**src/rtl/st_pkg.sv**
```systemverilog
// Shared definitions for the Avalon-ST width converters (sts2stl, stl2sts, st2mm).
// Contents:
//   st_state_e  - packing FSM state encoding (S_IDLE, S_HI, S_LO)
//   half_empty  - empty-symbol count of a word whose lower half is padding
//   HALF_EMPTY  - half_empty() evaluated for the default 32-bit word
package st_pkg;

  typedef enum logic [1:0] {
    S_IDLE = 2'd0,  // no packet open
    S_HI   = 2'd1,  // packet open, next half-word is the upper half
    S_LO   = 2'd2   // upper half held, next half-word completes the word
  } st_state_e;

  // Number of unused 8-bit symbols when only the upper half of a word carries data.
  function automatic int unsigned half_empty(input int unsigned bitsize);
    return bitsize / 16;
  endfunction

  localparam int unsigned HALF_EMPTY = half_empty(32);

endpackage

```
**src/rtl/sts2stl.sv**
```systemverilog
// sts2stl: Avalon-ST width packer, BITSIZE/2-bit half-words in, BITSIZE-bit words out.
// The first half-word of each pair lands in the upper half of the output word. An odd
// packet length ends with a padded word (lower half zero) and empty = BITSIZE/16.
//
// Ports:
//   clk, rst                 single clock, synchronous active-high reset
//   data_in_*                Avalon-ST sink (data/valid/ready/sop/eop), ready latency 0
//   data_out_*               Avalon-ST source (data/valid/ready/empty/sop/eop), one register
//   proto_err                sticky protocol-error flag, only when STS2STL_ERR_EN is defined
//
// Configuration macro: STS2STL_ERR_EN adds the proto_err output. Discard/restart handling
// of malformed packets is the same with or without it.
module sts2stl
  import st_pkg::*;
#(
  parameter int unsigned BITSIZE    = 32,
  parameter int unsigned EMPTY_SIZE = 2
) (
  input  logic                    clk,
  input  logic                    rst,
  input  logic [BITSIZE/2-1:0]    data_in_data,
  input  logic                    data_in_valid,
  output logic                    data_in_ready,
  input  logic                    data_in_startofpacket,
  input  logic                    data_in_endofpacket,
  output logic [BITSIZE-1:0]      data_out_data,
  output logic                    data_out_valid,
  input  logic                    data_out_ready,
  output logic [EMPTY_SIZE-1:0]   data_out_empty,
  output logic                    data_out_startofpacket,
  output logic                    data_out_endofpacket
`ifdef STS2STL_ERR_EN
  ,
  output logic                    proto_err
`endif
);

  localparam int unsigned HalfW     = BITSIZE / 2;
  localparam int unsigned HalfEmpty = half_empty(BITSIZE);

  st_state_e             state_q, state_d;
  logic [HalfW-1:0]      hi_q, hi_d;
  logic                  sop_pending_q, sop_pending_d;
  logic [BITSIZE-1:0]    out_data_q, out_data_d;
  logic                  out_valid_q, out_valid_d;
  logic [EMPTY_SIZE-1:0] out_empty_q, out_empty_d;
  logic                  out_sop_q, out_sop_d;
  logic                  out_eop_q, out_eop_d;

  logic in_fire;

  // The output stage can take a word now if it is empty or being drained this cycle.
  assign data_in_ready = !out_valid_q || data_out_ready;
  assign in_fire       = data_in_valid && data_in_ready;

  always_comb begin
    state_d       = state_q;
    hi_d          = hi_q;
    sop_pending_d = sop_pending_q;
    out_data_d    = out_data_q;
    out_valid_d   = out_valid_q;
    out_empty_d   = out_empty_q;
    out_sop_d     = out_sop_q;
    out_eop_d     = out_eop_q;

    if (out_valid_q && data_out_ready) begin
      out_valid_d = 1'b0;
    end

    if (in_fire) begin
      if (data_in_startofpacket) begin
        // A sop always starts a fresh packet; anything held from an open packet is dropped.
        if (data_in_endofpacket) begin
          out_data_d    = {data_in_data, {HalfW{1'b0}}};
          out_valid_d   = 1'b1;
          out_empty_d   = EMPTY_SIZE'(HalfEmpty);
          out_sop_d     = 1'b1;
          out_eop_d     = 1'b1;
          sop_pending_d = 1'b0;
          state_d       = S_IDLE;
        end else begin
          hi_d          = data_in_data;
          sop_pending_d = 1'b1;
          state_d       = S_LO;
        end
      end else begin
        unique case (state_q)
          S_HI: begin
            if (data_in_endofpacket) begin
              out_data_d  = {data_in_data, {HalfW{1'b0}}};
              out_valid_d = 1'b1;
              out_empty_d = EMPTY_SIZE'(HalfEmpty);
              out_sop_d   = 1'b0;
              out_eop_d   = 1'b1;
              state_d     = S_IDLE;
            end else begin
              hi_d    = data_in_data;
              state_d = S_LO;
            end
          end
          S_LO: begin
            out_data_d    = {hi_q, data_in_data};
            out_valid_d   = 1'b1;
            out_empty_d   = '0;
            out_sop_d     = sop_pending_q;
            out_eop_d     = data_in_endofpacket;
            sop_pending_d = 1'b0;
            state_d       = data_in_endofpacket ? S_IDLE : S_HI;
          end
          default: begin
            // Non-sop beat with no packet open: dropped.
            state_d = S_IDLE;
          end
        endcase
      end
    end
  end

  always_ff @(posedge clk) begin
    if (rst) begin
      state_q       <= S_IDLE;
      hi_q          <= '0;
      sop_pending_q <= 1'b0;
      out_data_q    <= '0;
      out_valid_q   <= 1'b0;
      out_empty_q   <= '0;
      out_sop_q     <= 1'b0;
      out_eop_q     <= 1'b0;
    end else begin
      state_q       <= state_d;
      hi_q          <= hi_d;
      sop_pending_q <= sop_pending_d;
      out_data_q    <= out_data_d;
      out_valid_q   <= out_valid_d;
      out_empty_q   <= out_empty_d;
      out_sop_q     <= out_sop_d;
      out_eop_q     <= out_eop_d;
    end
  end

  assign data_out_data          = out_data_q;
  assign data_out_valid         = out_valid_q;
  assign data_out_empty         = out_empty_q;
  assign data_out_startofpacket = out_sop_q;
  assign data_out_endofpacket   = out_eop_q;

`ifdef STS2STL_ERR_EN
  logic proto_err_q, proto_err_d, err_set;

  // Error: non-sop beat with no packet open, or sop while a packet is still open.
  always_comb begin
    err_set     = in_fire && ((state_q == S_IDLE) != data_in_startofpacket);
    proto_err_d = proto_err_q || err_set;
  end

  always_ff @(posedge clk) begin
    if (rst) begin
      proto_err_q <= 1'b0;
    end else begin
      proto_err_q <= proto_err_d;
    end
  end

  assign proto_err = proto_err_q;
`endif

endmodule

```
**config.mk**
```make
export PLATFORM = sky130hd
export DESIGN_NAME = sts2stl
export DESIGN_NICKNAME = d
export VERILOG_FILES = /design/src/rtl/st_pkg.sv /design/src/rtl/sts2stl.sv
export SDC_FILE = /design/constraint.sdc
export NUM_CORES = 1
export LEC_CHECK = 0
export CAP_MARGIN = 25
export CORE_ASPECT_RATIO = 1.1
export CORE_MARGIN = 3
export CORE_UTILIZATION = 45
export CTS_CLUSTER_DIAMETER = 50
export DETAILED_ROUTE_END_ITERATION = 7
export GPL_TIMING_DRIVEN = 1
export PLACE_DENSITY = 0.71
export SKIP_LAST_GASP = 1
export SLEW_MARGIN = 20
export SYNTH_ARGS = -nofsm -noshare
export SYNTH_HDL_FRONTEND = slang
export SYNTH_SLANG_ARGS = --single-unit
export TNS_END_PERCENT = 30
```
**constraint.sdc**
```tcl
create_clock -name clk -period 5.3 [get_ports clk]
set_clock_uncertainty 0.2 [all_clocks]
set_input_delay 0.53 -clock clk [delete_from_list [all_inputs] [get_ports clk]]
set_output_delay 0.53 -clock clk [all_outputs]
set_load 0.01 [all_outputs]
```
# Word level (Yosys, flattened, before mapping)
# Cells that the tools add are included.
dict set report word_totals {
  register_bits 56
  latchBits 0
  ramBits 0
  romBits 0
  input_bits 22
  out_inout_bits 38
  wordCells 51
  memories 0
}
dict set report op_classes {
  add_sub_neg 0
  mul 0
  div_mod_pow 0
  order_cmp 0
  n_eq_ne 4
  n_shift 0
  muxes 28
  bitwise_logic 0
  reduce_logical 11
}
# cell count
set ops {}
lappend ops {{two-way mux 32 bit} 2}
lappend ops {{case mux 32 bit (2 select lines)} 1}
lappend ops {{two-way mux 16 bit} 3}
lappend ops {{two-way mux 1 bit} 13}
lappend ops {{two-way mux 2 bit} 4}
lappend ops {{case mux 2 bit (2 select lines)} 2}
lappend ops {{case mux 1 bit (2 select lines)} 3}
lappend ops {{AND reduction 2 bit} 3}
lappend ops {{AND reduction 4 bit} 1}
lappend ops {{nonzero test 2 bit} 2}
lappend ops {{nonzero test 3 bit} 1}
lappend ops {{equality test 2 x 1 -> 1 bit, second input constant} 1}
lappend ops {{equality test 2 bit, second input constant} 1}
lappend ops {{logical AND 1 bit} 2}
lappend ops {{inequality test 2 x 1 -> 1 bit, second input constant} 1}
lappend ops {{inequality test 2 bit, second input constant} 1}
lappend ops {{logical NOT 1 bit} 1}
lappend ops {{logical OR 1 bit} 1}

# Depth between registers and ports, before layout
# Gate-level depths: netlist of the first run.
dict set report logic_depth {
  ltp_word 6
  ltp_mapped 7
  mapped_depth_nobuf 5
}

# Worst setup path after synthesis of the first run
# Ideal clock, no wire load.
dict set report synth_timing {
  path_kind {input to register}
  from {input data_in_startofpacket}
  to {register out_data_q[16] (netlist: data_out_data[16])}
  setup_time_ns 0.086
  arrival_ns 1.668
  required_ns 5.014
  setup_slack_ns 3.345
  stages 6
  n_path_buf 3
  cell_sequence {buf_6 -> or3_4 -> and3_4 -> buf_6 -> buf_12 -> a221oi_2}
}
dict set report synth_via {
  elab_chain_len 2
  elab_cells_between_ends 3
  cone_classes {1 x mux; 2 x reduce/logical}
}
# item line
set synth_rtl {}
lappend synth_rtl {{from (decl)} sts2stl.sv:24} ;# input logic data_in_startofpacket,
lappend synth_rtl {{nonzero test 3 bit (no source line)} n/a}
lappend synth_rtl {{AND reduction 2 bit (no source line)} n/a}
lappend synth_rtl {{to (signal assigned)} sts2stl.sv:133} ;# out_data_q <= out_data_d;
lappend synth_rtl {{to (decl)} sts2stl.sv:44} ;# logic [BITSIZE-1:0] out_data_q, out_data_d;
# Parallel ways exist; a longest one is shown, timed or not.
# A chain may end at the register's enable or synchronous reset.

# Worst setup path in the final report of the first run
dict set report layout_timing {
  from {input data_out_ready}
  to {output data_in_ready}
}
dict set report layout_via {
  elab_chain_len 1
}
# item line
set layout_rtl {}
lappend layout_rtl {{from (decl)} sts2stl.sv:28} ;# input logic data_out_ready,
lappend layout_rtl {{logical OR 1 bit} sts2stl.sv:53} ;# assign data_in_ready = !out_valid_q || data_out_ready;
lappend layout_rtl {{to (decl)} sts2stl.sv:23} ;# output logic data_in_ready,
# Every way passes these cells.

==> results of run 1 <==
## registers in the layout, summed over array words and instances, names as in the netlist
register,flops
data_out_data,32
data_out_empty,2
data_out_endofpacket,1
data_out_startofpacket,1
data_out_valid,1
hi_q,16
sop_pending_q,1
state_q,2
## final cells by class
cell class / instances / area [µm²]
tap: 75 / 93.8
clock buffer: 5 / 68.8
multi-input combinational: 163 / 1260
timing repair buffer: 63 / 623
fill: 483 / 2230
inverter: 38 / 143
sequential: 56 / 1120
clock inverter: 3 / 26.3
## final timing paths
check | start | endpoint | slack [ns] | cells past startpoint
setup / recovery | data_out_ready | data_in_ready | 2.27 | 5
hold / removal | data_out_data[20]$_SDFFE_PP0P_ | data_out_data[20]$_SDFFE_PP0P_ | 0.26 | 2
setup reg to reg | data_out_valid$_SDFF_PP0_ | data_out_data[2]$_SDFFE_PP0P_ | 2.89 | 5
hold reg to reg | data_out_data[20]$_SDFFE_PP0P_ | data_out_data[20]$_SDFFE_PP0P_ | 0.26 | 2
## metrics by stage
step                      cell area [µm²]  cells  hold WS [ns]   util  total power, µW
final                                3340    403         0.264  0.600              813
after CTS                            3330    402         0.267  0.597              823
after global placement               3230    394         0.249  0.580              578
after detailed placement             3230    394         0.251  0.580              579
after global routing                 3340    403         0.288  0.600              847
after floorplan                      2680    287         0.248      -              529
## critical path: cells and delay by family
kind          cells  cell delay [ns]
buf+inv           4             1.71
simple gates      1             0.04
## where the power goes
part | internal (µW) | leakage [µW] | switching, µW | total [µW]
Clock | 96.7 | 0.0000487 | 148 | 244
Combinational | 59.9 | 0.000761 | 66.6 | 127
Sequential | 436 | 0.000455 | 7.00 | 443
## logic make-up (layout without fill, tap and decap cells)
group,Yosys count,in the layout
compound gates,83,83
fa+ha+maj,2,2
buf+inv,68,109
flops,56,56
mux,16,16
simple gates,62,62
## per-layer routing
layer,track usage,vias to the layer above
met5,0,-
met4,0.0484,0
met3,0.0393,5
met2,0.282,64
met1,0.280,1017
li1,-,1120
## cell usage in the layout (no fill, tap or decap), types with 2 or more instances in the layout
cell type	n
clkdlybuf4s50_1	58
dfxtp_1	56
inv_1	37
nand2b_1	33
a21oi_1	21
nand4_1	19
o31ai_1	18
mux2i_1	16
o32ai_1	16
a221oi_2	10
a221oi_1	6
clkbuf_8	5
nor2b_1	3
buf_4	3
a211oi_1	2
o21ai_0	2
ha_1	2
clkinv_4	2
==> run metrics, run 1 <==
overall via count from detail_route=2206; CTS root buffer=clkbuf_8; max layer used=met4; top cells by count, synth=dfxtp_1 (56), inv_1 (37), nand2b_1 (33); sequential share of the synthesized area=0.419; syn nets=311; count leader, synth=dfxtp_1; max cap viols=0; CP Data Arrival Time=2.30 ns; Final setup viols=0; peak supply drop=0.149 mV; critical-path cell list=clkdlybuf4s50_1 > nor2b_1 > buf_4 > inv_2 > clkdlybuf4s50_1; H-Tree Depth=2; critical path fanouts, max=27; CTS buffer count=5; Post-synth ARST share=0; RSZ-0062 raised after global routing=false; share of layout cells above drive strength 1=0.0854; adder-cell share of the synthesized area=0.00935; die area=6910 µm²; Synth area leader=dfxtp_1; Yosys cell types=35; Post-Synth Simple-Gate Area=0.149; initial antenna violation count=0; largest net degree at the start of global routing=73; Ys Warns=0; post-synthesis compound-gate area fraction=0.255; Worst slew margin=0.332; final WL=6350 µm; Yosys top cell area share=0.419; first-pass GRT wire length=10600 µm; Post-Synthesis Cells=287; Post-DRT Antenna Nets=0; Final #Nets=351; post-synthesis mux area share=0.0598; WS Path Type=primary input to output port; Initial Utilization=0.481; Sink Count=56; Core ar.=5570 µm²; Most common cell on crit path=clkdlybuf4s50_1; post-cts resize count=0; gr ovfl total=0; Die Y-Extent=86.9 µm; GPL Wtd Cong=0.785; First-pass DRT Iterations=4; Via density=5.47; met2 routed WL=2870 µm; fin crit share=0.571; Worst-path clk slew=0.10 ns; Worst path slowest cell=clkdlybuf4s50_1; hold_buf cts=0; Detailed Place HPWL=4080 µm; aggregate negative setup slack=0 ns; synth top area cells=dfxtp_1 (42%), nand2b_1 (7.7%), mux2i_1 (6.0%); CP endpoint kind=output port; Avg Cell Area, Syn=9.33 µm²; Buffers on Ports=59; metal3 WL=356 µm; wl on met1=3070 µm; Post-synth top flop=dfxtp_1; Initial DRC Count=290; I/O Pins=60; Max Slew Vio Count=0; crit-path max cell delay=0.64 ns; P_leak=0.00127 µW; ANT cells=0; # Post-CTS Setup Buffers=0; status=finished, final reports clean; largest family of logic cells by synthesized area=compound AO/OA/AOI/OAI gates; setup ws final=2.27 ns; row cnt=28; FMAX=330 MHz; # DRC=0; CP startpoint kind=primary input; Post-Synth XOR/XNOR Area=0; Area Overhead vs Synth=24.8%; Final Hold Fails=0; synthesized cell area=2680 µm²; Slew @ Worst Pin=1.00 ns; Power Density=243 nW/µm²; Post-synth EDFFs=0; GRT Resource Usage Total=0.190; FF+latch count, synth=56; pre-CTS WS=2.13 ns; worst hold path class=flop to flop; Clock Tree Buf Depth=2; TritonCTS clock tree=done; Clock Latency Late Sink=0.32 ns; vias in the first global route=2065; WL per Instance=15.8 µm; Worst Path Required=4.57 ns; post-layout min period=3.03 ns; chip width=79.5 µm
Power figures use the tool's default switching activity.
==> run 2, diff against run 1 <==
Clock period 5.3 ns to 2.96 ns, I/O delays scaled along.
==> run 2 against run 1 <==
Global-route usage up 0.95 points. Via count up 3.5%. Worst hold slack better by 0.0013 ns. Highest routed layer unchanged. Critical endpoint unchanged. Count of clock-buffer cells in the layout grew 2.
==> run metrics, run 2 (synthesized netlist as in run 1, its figures left out) <==
Net Switching=382 µW; vias in the first global route=2113; Buffers on Ports=59; FILL cells=477; die area=6910 µm²; Initial DRC Count=204; critical path fanouts, max=27; Clock Tree Buf Depth=2; Core ar.=5570 µm²; Sink Count=56; Power Density=434 nW/µm²; overall via count from detail_route=2284; status=finished, final reports clean; area occupied by multi-input gates=1260 µm²; Max Slew Vio Count=0; H-Tree Depth=2; most frequent cells in the layout=clkdlybuf4s50_1 (58), dfxtp_1 (56), inv_1 (37), nand2b_1 (33), a21oi_1 (21); P_leak=0.00128 µW; Final Hold Fails=0; design area=3370 µm²; Layout Cells excl Fill=408; Area Overhead vs Synth=26.0%; Detailed Place HPWL=4300 µm; CP endpoint kind=output port; I/O Pins=60; first-pass GRT wire length=10800 µm; WS Path Type=primary input to output port; share of layout cells above drive strength 1=0.0961; Final #Nets=356; placed cell area=3270 µm²; Comb power frac=0.158; FMAX=433 MHz; Layout Utilization=0.606; peak supply drop=0.206 mV; post-layout min period=2.31 ns; Largest register FFs=32; Worst-path clk slew=0.10 ns; aggregate negative setup slack=0 ns; max cap viols=0; Slew @ Worst Pin=0.805 ns; Via density=5.60; WL per Instance=16.1 µm; TritonCTS clock tree=done; row cnt=28; Sequential Area=1120 µm²; RSZ-0062 raised after global routing=false; Clock Latency Late Sink=0.31 ns; gr ovfl total=0; fin crit share=0.781; CTS root buffer=clkbuf_8; hold_buf cts=0; Worst slew margin=0.462; CTS buffer count=5; # DRC=0; CP startpoint kind=primary input; final WL=6570 µm; GRT Resource Usage Total=0.199; internal cell power=1080 µW; Worst Path Required=2.46 ns; part of the power in registers=0.542; CP Data Arrival Time=1.81 ns; worst hold path class=flop to flop; initial antenna violation count=0; Clk network pwr share=0.300; ANT cells=0; # Post-CTS Setup Buffers=0; Post-DRT Antenna Nets=0; Final setup viols=0; Cells after DPL=399; Sw Ratio=0.261; chip width=79.5 µm; GPL Wtd Cong=0.821; post-cts resize count=0; largest net degree at the start of global routing=28; Initial Utilization=0.481; Die Y-Extent=86.9 µm; First-pass DRT Iterations=4; commonest non-fill, non-tap cell in the layout=clkdlybuf4s50_1
run 2: cell count changes in the layout (fill, tap and decap cells not counted):
| cell | before | now |
|---|---|---|
| buf_6 | 0 | 1 |
| clkbuf_1 | 0 | 1 |
| clkinvlp_4 | 0 | 1 |
| buf_4 | 3 | 8 |
| clkinv_4 | 2 | 0 |
| clkbuf_8 | 5 | 6 |
| inv_6 | 1 | 0 |
| buf_8 | 1 | 0 |
run 2: worst paths after layout:
| kind | from | endpoint | slack (ns) | cells after the start |
|---|---|---|---|---|
| max | data_out_ready | data_in_ready | 0.65 | 4 |
| min | data_out_data[30]$_SDFFE_PP0P_ | data_out_data[30]$_SDFFE_PP0P_ | 0.27 | 2 |
| max reg2reg | state_q[1]$_SDFFE_PP0P_ | hi_q[9]$_SDFFE_PP0P_ | 0.82 | 6 |
| min reg2reg | data_out_data[30]$_SDFFE_PP0P_ | data_out_data[30]$_SDFFE_PP0P_ | 0.27 | 2 |
run 2: power by group through the flow:
stage	Sequential [µW]	Combinational, µW	Clock, µW
CTS	793	231	453
finish	793	232	439
detailed placement	811	230	0
global route	796	252	487
global placement	810	228	0
floorplan	818	130	0
run 2: worst max-delay path: stages:
cell and delay (ns):
clkdlybuf4s50_1 0.45, nor2b_1 0.06, inv_2 0.35, clkdlybuf4s50_1 0.64
run 2: layout make-up:
cell class	count	area share
inverters	38	0.0423
repair buffers	68	0.195
clock buffers	7	0.0256
flip-flops and latches	56	0.332
multi-input cells	163	0.375
well taps	75	0.0278
clock inverters	1	0.00223
run 2: routing by layer:
layer  track usage  vias to the layer above  routed length (µm)
li1              -                     1127                   -
met5             0                        -                   0
met2         0.280                       68                2990
met3        0.0518                        8                 420
met4        0.0703                        0                 103
met1         0.292                     1081                3050
run 2: per-stage QoR:
stage | total power, µW | setup slack, ns | hold slack (ns)
after floorplan | 948 | 1.07 | 0.246
after global placement | 1040 | 0.428 | 0.248
after detailed placement | 1040 | 0.327 | 0.251
after CTS | 1480 | 0.616 | 0.267
after global routing | 1540 | 0.596 | 0.286
final | 1460 | 0.650 | 0.265
==> run 3, diff against run 2 <==
Settings changed: PLACE_DENSITY 0.71 to 0.73.
Clock period 2.96 ns to 2 ns, I/O delays scaled along.
==> run 3 against run 2 <==
Sequential share of layout area fell by 1.3 points. Register-to-register slack worse by 0.71 ns. Combinational power is 58% higher.
==> run metrics, run 3 (synthesized netlist as in run 1, its figures left out) <==
status=finished, final reports clean; FMAX=510 MHz; Clock Latency Late Sink=0.32 ns; critical path fanouts, max=12; Sequential Area=1120 µm²; WL per Instance=15.9 µm; WS Path Type=flop to output port; CTS buffer count=5; FILL cells=466; Clock Tree Buf Depth=2; Worst-path clk slew=0.10 ns; max cap viols=0; Buffers & Inverters on Critical Path=2; Net Switching=580 µW; post-layout min period=1.96 ns; Post-DRT Antenna Nets=0; worst reg2reg startpoint=state_q[0]$_SDFFE_PP0P_; initial antenna violation count=0; Slew @ Worst Pin=0.637 ns; area occupied by multi-input gates=1270 µm²; # DRC=0; Worst Path Required=1.60 ns; row cnt=28; Die Y-Extent=86.9 µm; TritonCTS clock tree=done; Layout Cells excl Fill=418; internal cell power=1710 µW; worst hold path class=primary input to flop; Core ar.=5570 µm²; Final #Nets=366; CTS root buffer=clkbuf_8; vias in the first global route=2239; Final Hold Fails=0; ANT cells=0; part of the power in registers=0.512; Power Density=652 nW/µm²; hold_buf cts=0; overall via count from detail_route=2327; crit-path leading delay family=buffers and inverters; crit path from=data_out_valid$_SDFF_PP0_; first-pass GRT wire length=11200 µm; share of layout cells above drive strength 1=0.125; I/O Pins=60; fin crit share=0.980; Area Overhead vs Synth=31.1%; final WL=6650 µm; Initial DRC Count=253; Final setup viols=0; Via density=5.57; Max Slew Vio Count=0; RSZ-0062 raised after global routing=true; Sw Ratio=0.253; CP Data Arrival Time=1.56 ns; GPL Wtd Cong=0.887; CP endpoint kind=output port; chip width=79.5 µm; Initial Utilization=0.481; die area=6910 µm²; most frequent cells in the layout=clkdlybuf4s50_1 (58), dfxtp_1 (56), inv_1 (37), nand2b_1 (33), a21oi_1 (21); peak supply drop=0.342 mV; H-Tree Depth=2; Largest register FFs=32; critical-path cell list=nor2b_1 > inv_2 > clkdlybuf4s50_1; Comb power frac=0.160; largest net degree at the start of global routing=42; P_leak=0.00136 µW; CP startpoint kind=flop; HP Start=rst; Detailed Place HPWL=4530 µm; commonest non-fill, non-tap cell in the layout=clkdlybuf4s50_1; Clk network pwr share=0.327; First-pass DRT Iterations=4; Cells after DPL=410; Sink Count=56; worst hold margin=0.222 ns; Worst slew margin=0.575; gr ovfl total=0; crit-path max cell delay=0.59 ns; aggregate negative setup slack=0 ns; GRT Resource Usage Total=0.204; Worst path slowest cell=clkdlybuf4s50_1; Buffers on Ports=59
run 3: worst reg2reg max path: stages (launching register included):
cell and delay, ns:
dfxtp_1 0.36, inv_1 0.05, ha_1 0.25, or3_4 0.38, and3_4 0.27, a221oi_1 0.29
run 3: path summary, 6_finish.rpt:
check / endpoint / slack (ns) / cells after the start
max reg2reg: data_out_data[24]$_SDFFE_PP0P_ / 0.11 / 5
min: hi_q[9]$_SDFFE_PP0P_ / 0.22 / 2
min reg2reg: data_out_empty[1]$_SDFFE_PP0P_ / 0.26 / 2
max: data_in_ready / 0.04 / 3
run 3: metrics by stage:
step / cell area, µm² / worst slack, ns / utilization / total power [µW]
2_1_floorplan: 2680 / 0.108 / - / 1400
3_3_place_gp: 3400 / 0.0526 / 0.611 / 1560
3_5_place_dp: 3400 / 0.0203 / 0.611 / 1570
4_1_cts: 3510 / 0.0385 / 0.630 / 2300
5_1_grt: 3510 / -0.0137 / 0.630 / 2380
6_report: 3510 / 0.0396 / 0.630 / 2290
run 3: what timing repair did:
action	4_1_cts	5_1_grt
gates resized for setup	0	1
hold endpoints to repair	0	0
endpoints found under the setup margin	0	5
setup buffers	0	0
run 3: area by class of cell:
class,instances,area share
multi-input cells,163,0.361
inverters,38,0.0406
well taps,75,0.0267
repair buffers,78,0.222
flip-flops and latches,56,0.319
clock buffers,6,0.0207
clock inverters,2,0.00998
run 3: layer usage:
metal | part of all wire | GRT usage
met5 | 0 | 0
met4 | 0.012 | 0.0703
met3 | 0.062 | 0.0393
met1 | 0.46 | 0.279
met2 | 0.46 | 0.323
run 3: power by group through the flow:
stage	Sequential [µW]	Clock, µW	Combinational (µW)
after floorplan	1210	0	192
after global placement	1200	0	361
after detailed placement	1200	0	365
after CTS	1170	760	367
after global routing	1180	800	398
final	1170	749	367
